<file path="config.mk">
export PLATFORM = sky130hd
export DESIGN_NAME = pixel_streamer_28x28_flat
export DESIGN_NICKNAME = d
export VERILOG_FILES = /design/src/rtl/pixel_streamer_28x28_if.sv /design/src/rtl/pixel_streamer_28x28.sv /design/src/flat_wrapper.sv
export SDC_FILE = /design/constraint.sdc
export NUM_CORES = 1
export LEC_CHECK = 0
export ABC_AREA = 1
export CAP_MARGIN = 10
export CORE_UTILIZATION = 55
export DETAILED_ROUTE_END_ITERATION = 10
export PLACE_DENSITY = 0.71
export RECOVER_POWER = 50
export SYNTH_ARGS = -nofsm -noshare
export SYNTH_HDL_FRONTEND = slang
export SYNTH_SLANG_ARGS = --single-unit
</file>
<file path="constraint.sdc">
create_clock -name clk -period 38.7 [get_ports clk]
set_clock_uncertainty 0.2 [all_clocks]
set_input_delay 5.805 -clock clk [delete_from_list [all_inputs] [get_ports clk]]
set_output_delay 5.805 -clock clk [all_outputs]
set_load 0.02 [all_outputs]
</file>
<file path="src/rtl/pixel_streamer_28x28_if.sv">
// Row-write and pixel-stream signal bundle for pixel_streamer_28x28.
interface pixel_streamer_28x28_if #(
  parameter int unsigned IMG_WIDTH = 28,
  parameter int unsigned ROW_AW    = 5
);
  logic                 wr_en;
  logic [ROW_AW-1:0]    wr_row;
  logic [IMG_WIDTH-1:0] wr_data;
  logic                 start;
  logic                 stall;
  logic                 pixel_out;
  logic                 valid_out;
  logic                 busy;
  logic                 frame_done;
  logic                 wr_err;

  // Producer side: loads rows, kicks off frames, applies back-pressure.
  modport master (
    output wr_en, wr_row, wr_data, start, stall,
    input  pixel_out, valid_out, busy, frame_done, wr_err
  );

  // Streamer side.
  modport slave (
    input  wr_en, wr_row, wr_data, start, stall,
    output pixel_out, valid_out, busy, frame_done, wr_err
  );
endinterface

</file>
<file path="src/rtl/pixel_streamer_28x28.sv">
// Binary frame buffer that streams its contents in raster order, one pixel per unstalled cycle.
module pixel_streamer_28x28 #(
  parameter int unsigned IMG_WIDTH  = 28,
  parameter int unsigned IMG_HEIGHT = 28,
  parameter int unsigned ROW_AW     = 5
) (
  input logic                   clk,
  input logic                   reset,
  pixel_streamer_28x28_if.slave bus
);
  localparam int unsigned COL_AW = (IMG_WIDTH > 1) ? $clog2(IMG_WIDTH) : 1;
  localparam logic [ROW_AW-1:0] LAST_ROW = ROW_AW'(IMG_HEIGHT - 1);
  localparam logic [COL_AW-1:0] LAST_COL = COL_AW'(IMG_WIDTH - 1);

  typedef enum logic [1:0] {StIdle, StStream, StDone} state_e;

  state_e               state_q, state_d;
  logic [ROW_AW-1:0]    row_q, row_d;
  logic [COL_AW-1:0]    col_q, col_d;
  logic [IMG_WIDTH-1:0] frame_q [IMG_HEIGHT];
  logic [IMG_WIDTH-1:0] frame_d [IMG_HEIGHT];
  logic                 pixel_q, pixel_d;
  logic                 valid_q, valid_d;
  logic                 busy_q, busy_d;
  logic                 done_q, done_d;
  logic                 wr_err_q, wr_err_d;
  logic                 wr_ok;

  // Next-state: row writes (IDLE only), frame sequencing and one-cycle pulses.
  always_comb begin
    state_d  = state_q;
    row_d    = row_q;
    col_d    = col_q;
    frame_d  = frame_q;
    pixel_d  = pixel_q;
    valid_d  = 1'b0;
    busy_d   = busy_q;
    done_d   = 1'b0;
    wr_err_d = 1'b0;

    // A write always wins over start in the same cycle; bad or busy writes only flag.
    wr_ok = bus.wr_en && (state_q == StIdle) && (bus.wr_row <= LAST_ROW);
    if (bus.wr_en && !wr_ok) wr_err_d = 1'b1;
    if (wr_ok) frame_d[bus.wr_row] = bus.wr_data;

    unique case (state_q)
      StIdle: begin
        if (bus.start && !bus.wr_en) begin
          row_d   = '0;
          col_d   = '0;
          busy_d  = 1'b1;
          state_d = StStream;
        end
      end
      StStream: begin
        if (!bus.stall) begin
          pixel_d = frame_q[row_q][col_q];
          valid_d = 1'b1;
          if (col_q == LAST_COL) begin
            col_d = '0;
            if (row_q == LAST_ROW) state_d = StDone;
            else                   row_d   = row_q + ROW_AW'(1);
          end else begin
            col_d = col_q + COL_AW'(1);
          end
        end
      end
      StDone: begin
        done_d  = 1'b1;
        busy_d  = 1'b0;
        state_d = StIdle;
      end
      default: state_d = StIdle;
    endcase
  end

  // State and registered outputs; reset also wipes the frame buffer.
  always_ff @(posedge clk or posedge reset) begin
    if (reset) begin
      state_q  <= StIdle;
      row_q    <= '0;
      col_q    <= '0;
      frame_q  <= '{default: '0};
      pixel_q  <= 1'b0;
      valid_q  <= 1'b0;
      busy_q   <= 1'b0;
      done_q   <= 1'b0;
      wr_err_q <= 1'b0;
    end else begin
      state_q  <= state_d;
      row_q    <= row_d;
      col_q    <= col_d;
      frame_q  <= frame_d;
      pixel_q  <= pixel_d;
      valid_q  <= valid_d;
      busy_q   <= busy_d;
      done_q   <= done_d;
      wr_err_q <= wr_err_d;
    end
  end

  assign bus.pixel_out  = pixel_q;
  assign bus.valid_out  = valid_q;
  assign bus.busy       = busy_q;
  assign bus.frame_done = done_q;
  assign bus.wr_err     = wr_err_q;
endmodule

</file>
<file path="src/flat_wrapper.sv">
// flat-port wrapper written by rule: the top's interface ports become plain ports
module pixel_streamer_28x28_flat 
#(
  parameter int unsigned IMG_WIDTH  = 28,
  parameter int unsigned IMG_HEIGHT = 28,
  parameter int unsigned ROW_AW     = 5
)
  (clk, reset, bus_wr_en, bus_wr_row, bus_wr_data, bus_start, bus_stall, bus_pixel_out, bus_valid_out, bus_busy, bus_frame_done, bus_wr_err);
  pixel_streamer_28x28_if #(.IMG_WIDTH(IMG_WIDTH), .ROW_AW(ROW_AW)) bus_i ();
  input logic clk;
  input logic reset;
  input wire logic [$bits(bus_i.wr_en)-1:0] bus_wr_en;
  input wire logic [$bits(bus_i.wr_row)-1:0] bus_wr_row;
  input wire logic [$bits(bus_i.wr_data)-1:0] bus_wr_data;
  input wire logic [$bits(bus_i.start)-1:0] bus_start;
  input wire logic [$bits(bus_i.stall)-1:0] bus_stall;
  output wire logic [$bits(bus_i.pixel_out)-1:0] bus_pixel_out;
  output wire logic [$bits(bus_i.valid_out)-1:0] bus_valid_out;
  output wire logic [$bits(bus_i.busy)-1:0] bus_busy;
  output wire logic [$bits(bus_i.frame_done)-1:0] bus_frame_done;
  output wire logic [$bits(bus_i.wr_err)-1:0] bus_wr_err;
  assign bus_i.wr_en = bus_wr_en;
  assign bus_i.wr_row = bus_wr_row;
  assign bus_i.wr_data = bus_wr_data;
  assign bus_i.start = bus_start;
  assign bus_i.stall = bus_stall;
  assign bus_pixel_out = bus_i.pixel_out;
  assign bus_valid_out = bus_i.valid_out;
  assign bus_busy = bus_i.busy;
  assign bus_frame_done = bus_i.frame_done;
  assign bus_wr_err = bus_i.wr_err;
  pixel_streamer_28x28 #(.IMG_WIDTH(IMG_WIDTH), .IMG_HEIGHT(IMG_HEIGHT), .ROW_AW(ROW_AW)) u_core (.clk(clk), .reset(reset), .bus(bus_i));
endmodule
</file>
==> metrics.yaml, run 1 <==
switching_share_pct: 36.2
post_cts_buffers: 0
antenna_found_initial: 0
cts_made_buffers: 85
dp_hpwl_um: 56300
cp-endpoint: "u_core.row_q[0]"
antenna_left: 0
hold_buffers: 0
max_slew_margin_pct: -270
overflow: 0
drtIter0Drc: 3776
clk_latency_ns: 0.63
cp-start-kind: "primary input"
dieHeight_um: 262
drc_errors: 0
io_buffer_count: 42
syn_area_per_cell_um2: 7.82
synth_top_flop_cell: "dfrtp_1"
slew_viol_final: 1121
rows: 94
dr_wl_met3_um: 9700
cts_sinks: 801
timing.rr.end: "u_core.bus.pixel_out"
synth_seq_area_share_pct: 54.0
crit_fanout: 169
post_cts_resized: 0
min_period_ns: 13.38
status: "finished, violations left"
intPower_w: 0.00154
fin_cells: 5469
dp.cells: 5317
htree_levels: 3
setup_viol: 0
rsz0062_at_grt: "false"
top_layer: "met4"
clockRootBuffer: "clkbuf_16"
grt_use_total_pct: 32.6
synth_edf_count: 0
period_share_pct: 34.6
vias_per_cell: 5.79
clockPowerShare_pct: 35.2
syn-instance-count: 4745
netlist-cell-type-count: 32
synth_fp_nets: 4785
nets: 4580
rr_startpoint: "u_core.row_q[1]"
final.fill_count: 5949
grt_pass1_wl_um: 172000
die_w_um: 262
core-area_um2: 66200
r2r_slack_ns: 34.15
grt_start_max_net_pins: 189
syn-cell-area_um2: 37100
synth-async-reset-ratio_pct: 100
yosysWarnings: 0
p_leak_nw: 18.8
path_class: "primary input to async pin"
max_freq_ghz: 0.0748
worstHoldPathType: "register to register"
synth-seq-cells: 801
path_clk_slew_ns: 0.06
cts_tree: "yes"
switching_power_w: 0.000874
violations: "capacitance limit, slew limit"
dieArea_um2: 68500
arrival_ns: 13.71
p_comb_share_pct: 28.7
initial_utilization_pct: 56.0
drive_gt1_share_pct: 4.06
final_hold_viol_count: 0
power.share.sequential_pct: 36.1
required_ns: 39.03
clockBufferDepth: 3
power.density_nw_per_um2: 60.2
place_congestion: 0.865
max-cap-violations: 21
grt_pass1_vias: 29700
crit_start: "reset"
met1Wirelength_um: 47300
worst_pin_slew_ns: 5.52
vdd_ir_drop_max_mv: 0.0460
r2r_cells: 16
met2_length_um: 47900
totalWireLength_um: 109000
io_pins: 43
hold_depth: 2
drt_first_pass_iters: 6
fin_tns_setup_ns: 0
crit_path_end_kind: "async pin"
vias: 31700
area_delta_synth_final_pct: 8.02
wire_per_inst_um: 19.8
-- worst max-delay path, stage by stage --
cell           delay, ns
dlygate4sd3_1       0.54
clkinvlp_2          3.02
clkbuf_1            2.54
buf_12              0.60
buf_4               0.85
-- state kept, by name, summed over array words and instances (netlist names) --
name	count
u_core.bus.busy	1
u_core.bus.frame_done	1
u_core.bus.pixel_out	1
u_core.bus.valid_out	1
u_core.bus.wr_err	1
u_core.col_q	5
u_core.frame_q	784
u_core.row_q	5
u_core.state_q	2
-- per-stage QoR --
| stage | power, W | area (um^2) | utilization (%) | setup WS [ns] | hold slack [ns] |
|---|---|---|---|---|---|
| floorplan | 0.00138 | 37100 | - | 10.20 | 0.232 |
| global route | 0.00252 | 40100 | 60.5 | 23.80 | 0.295 |
| global placement | 0.00156 | 37300 | 56.4 | 28.75 | 0.260 |
| CTS | 0.00241 | 40200 | 60.8 | 29.42 | 0.282 |
| finish | 0.00241 | 40100 | 60.5 | 25.32 | 0.277 |
| detailed placement | 0.00156 | 37300 | 56.4 | 28.76 | 0.268 |
-- metal layers --
layer	track usage, %	vias to the layer above
li1	-	14900
met1	46.9	15200
met2	50.1	1336
met3	5.82	226
met4	10.9	0
met5	0	-
-- power groups by stage --
stage | clock, W | combinational [W] | sequential (W)
2_1_floorplan | 0 | 0.000520 | 0.000863
3_3_place_gp | 0 | 0.000677 | 0.000885
3_5_place_dp | 0 | 0.000679 | 0.000885
4_1_cts | 0.000861 | 0.000682 | 0.000870
5_1_grt | 0.000893 | 0.000757 | 0.000871
6_report | 0.000851 | 0.000693 | 0.000871
-- Yosys cell counts (3+ instances only) --
library cell     n  area share (%)
nand2_1       1599              16
nand4_1          7            0.12
clkbuf_1       206             2.1
buf_1           20            0.20
inv_1          168             1.7
a21oi_1         24            0.32
o211ai_1         7            0.14
buf_6           14            0.42
buf_2          126             1.7
o21ai_1         34            0.46
buf_4           26            0.53
dfrtp_1        801              54
nand3_1        394             5.3
o21ai_0        926              12
nor2_1         352             3.6
nor3_1          12            0.16
o22ai_1          3           0.051
and3_1           8            0.13
-- layout make-up --
class / count / area [um^2] / share of cell area (%)
tap: 864 / 1080 / 2.70
timing repair buffer: 100 / 818 / 2.04
sequential: 801 / 20100 / 50.0
antenna: 1 / 2.50 / 0.00624
clock buffer: 127 / 2510 / 6.27
clock inverter: 24 / 384 / 0.958
multi-input combinational: 3380 / 14600 / 36.3
inverter: 172 / 664 / 1.66
-- worst min path at each step --
| stage | start | to | slack (ns) |
|---|---|---|---|
| final | u_core.frame_q[741] | u_core.frame_q[741] | 0.28 |
| after global routing | u_core.frame_q[747] | u_core.frame_q[747] | 0.30 |
| after global placement | u_core.frame_q[282] | u_core.frame_q[282] | 0.26 |
| after detailed placement | u_core.frame_q[622] | u_core.frame_q[622] | 0.27 |
| after CTS | u_core.frame_q[622] | u_core.frame_q[622] | 0.28 |
| after floorplan | u_core.state_q[0] | u_core.bus.frame_done | 0.23 |
-- cells in the final DEF, fill, tap and decap left out, types with 2 or more instances in the layout --
cell and instances:
buf_12 3, clkinv_2 10, ha_1 2, dlygate4sd3_1 9
nor3_1 14, clkbuf_8 23, bufinv_16 10, inv_6 4
clkbuf_1 39, inv_1 167, nand3_1 394, dfrtp_4 3
a21oi_1 24, inv_2 2, o22ai_1 3, o21ai_1 25
and3_1 8, nand2_2 7, buf_4 35, clkdlybuf4s50_1 33
nand2_1 1592, nand4_1 7, dfrtp_1 798, nor2_1 353
o21ai_0 936, clkbuf_16 85, nor4_1 2, o211ai_1 7
-- kinds of logic after synthesis --
family	synth area share, %
adders and majority gates	0.0674
and+or+nand+nor	25.7
DFF	54.0
xor gates and xnor gates	0.0236
AOI/OAI and AO/OA	13.5
buffers and inverters	6.69
Power figures use the tool's default switching activity.
==> run 2, diff against run 1 <==
--- a/config.mk
+++ b/config.mk
@@ -9,7 +9,7 @@
 export CAP_MARGIN = 10
 export CORE_UTILIZATION = 55
 export DETAILED_ROUTE_END_ITERATION = 10
-export PLACE_DENSITY = 0.71
+export PLACE_DENSITY = 0.74
 export RECOVER_POWER = 50
 export SYNTH_ARGS = -nofsm -noshare
 export SYNTH_HDL_FRONTEND = slang
==> constraint.sdc (replaced) <==
create_clock -name clk -period 10.8 [get_ports clk]
set_clock_uncertainty 0.2 [all_clocks]
set_input_delay 1.62 -clock clk [delete_from_list [all_inputs] [get_ports clk]]
set_output_delay 1.62 -clock clk [all_outputs]
set_load 0.02 [all_outputs]
==> run 2 against run 1 <==
Effect of this change: the flow still finishes with violations (capacitance limit, slew limit); sequential share of layout area down 0.078 points; register-to-register slack worse by 30 ns; core utilization increased by 0.094 points; worst setup slack got worse by 21 ns; clock-buffer cell count shrank 2; clock power grew to 3.6 times the previous value; critical path type is now register to register; largest power group unchanged; highest routed layer unchanged.
==> metrics.yaml, run 2 (synthesized netlist as in run 1, its figures left out) <==
required_ns: 11.11
dieHeight_um: 262
arrival_ns: 7.23
path_class: "register to register"
totalWireLength_um: 114000
place_ws_ns: 6.11
timing.rr.end: "u_core.bus.pixel_out"
cp-endpoint: "u_core.bus.pixel_out"
nets: 4581
cts_tree: "yes"
max_stage_delay_ns: 2.66
max-cap-violations: 22
period_share_pct: 64.0
grt_use_total_pct: 33.8
path_cells: "clkbuf_1 > buf_4 > buf_4 > nor2_1 > o21ai_0 > nand3_1 > nand3_1 > nand2_1 > nand3_1 > nand2_1 > nand2_1 > nand2_1 > inv_1 > nand2_1 > nand2_1 > nand2_1 > nand3_1 > nand2_1"
crit_fanout: 66
setup_viol: 0
core-area_um2: 66200
clockRootBuffer: "clkbuf_16"
power.density_nw_per_um2: 216
path_depth: 18
drc_errors: 0
max_slew_margin_pct: -167
io_pins: 43
worstHoldPathType: "register to register"
dieArea_um2: 68500
p_leak_nw: 18.8
cp-start-kind: "register"
crit_path_end_kind: "register"
clk_latency_ns: 0.63
rsz0062_at_grt: "false"
min_period_ns: 6.91
r2r_slack_ns: 3.89
drive_gt1_share_pct: 4.28
hold_buffers: 0
reg_top3: "u_core.frame_q: 784 flops, u_core.col_q: 5 flops, u_core.row_q: 5 flops"
r2r_cells: 18
rr_startpoint: "u_core.row_q[1]"
violations: "capacitance limit, slew limit"
p_total_w: 0.00868
post_cts_buffers: 0
path_clk_slew_ns: 0.06
status: "finished, violations left"
htree_levels: 3
vias: 32300
io_buffer_count: 42
grt_pass1_wl_um: 177000
antenna_left: 0
fin_ws_ns: 3.89
cp_common_cell: "nand2_1"
worst_pin_slew_ns: 4.01
rows: 94
cts_sinks: 801
antenna_found_initial: 2
drt_first_pass_iters: 8
overflow: 0
slew_viol_final: 1179
dp_hpwl_um: 56300
largest_register: "u_core.frame_q"
largest_register_ffs: 784
area_delta_synth_final_pct: 8.19
grt_start_max_net_pins: 216
vdd_ir_drop_max_mv: 0.163
crit_start: "u_core.row_q[1]"
final_hold_viol_count: 0
initial_utilization_pct: 56.0
die_w_um: 262
layout_commonest_cell: "nand2_1"
critical_path.top_delay_family: "buffers and inverters"
hold_depth: 2
cpMaxStageDelayCell: "clkbuf_1"
wire_per_inst_um: 20.8
grt_pass1_vias: 29900
final_core_util_pct: 60.6
cts_made_buffers: 85
place_congestion: 0.825
hold_slack_ns: 0.278
clockBufferDepth: 3
drtIter0Drc: 4770
max_freq_ghz: 0.145
vias_per_cell: 5.91
post_cts_resized: 0
final_cell_mix: "nand2_1 (1583), o21ai_0 (941), dfrtp_1 (798)"
path_buf_inv: 4
-- run 2: worst min path at each step --
| stage | from | endpoint | slack (ns) |
|---|---|---|---|
| 2_1_floorplan | u_core.state_q[0] | u_core.bus.frame_done | 0.23 |
| 3_3_place_gp | u_core.frame_q[387] | u_core.frame_q[387] | 0.26 |
| 3_5_place_dp | u_core.frame_q[238] | u_core.frame_q[238] | 0.27 |
| 4_1_cts | u_core.frame_q[629] | u_core.frame_q[629] | 0.28 |
| 5_1_grt | u_core.frame_q[124] | u_core.frame_q[124] | 0.29 |
| 6_report | u_core.frame_q[124] | u_core.frame_q[124] | 0.28 |
-- run 2: report_power, final --
part	internal (W)	switching [W]	total [W]	leakage, nW
combinational	0.000662	0.00180	0.00247	6.21
clock	0.00186	0.00122	0.00307	1.45
sequential	0.00302	0.000120	0.00314	11.2
-- run 2: cell type report --
class | instances | area [um^2]
clock buffer | 125 | 2530
multi-input combinational | 3380 | 14600
timing repair buffer | 101 | 823
sequential | 801 | 20100
inverter | 172 | 664
fill | 5872 | 26100
clock inverter | 28 | 404
antenna | 1 | 2.50
tap | 864 | 1080
-- run 2: through the flow --
stage / cell area, um^2 / cells / TNS (ns)
2_1_floorplan: 37100 / 4745 / -1613.79
3_3_place_gp: 37400 / 5318 / 0
3_5_place_dp: 37400 / 5318 / 0
4_1_cts: 40300 / 5471 / 0
5_1_grt: 40100 / 5471 / 0
6_report: 40100 / 5472 / 0
-- run 2: worst register-to-register path: cells and delay by family, from the launching register on --
kind | cells | cell delay (ns)
AOI/OAI and AO/OA | 1 | 0.10
buffers and inverters | 4 | 4.50
DFF | 1 | 0.85
and+or+nand+nor | 13 | 1.13
-- run 2: per-layer routing --
layer,track usage [%],part of all wire [%],up-vias
li1,-,-,14900
met1,48.7,42,15500
met2,50.5,43,1726
met3,6.50,11,269
met4,13.6,4.3,0
met5,0,0,-
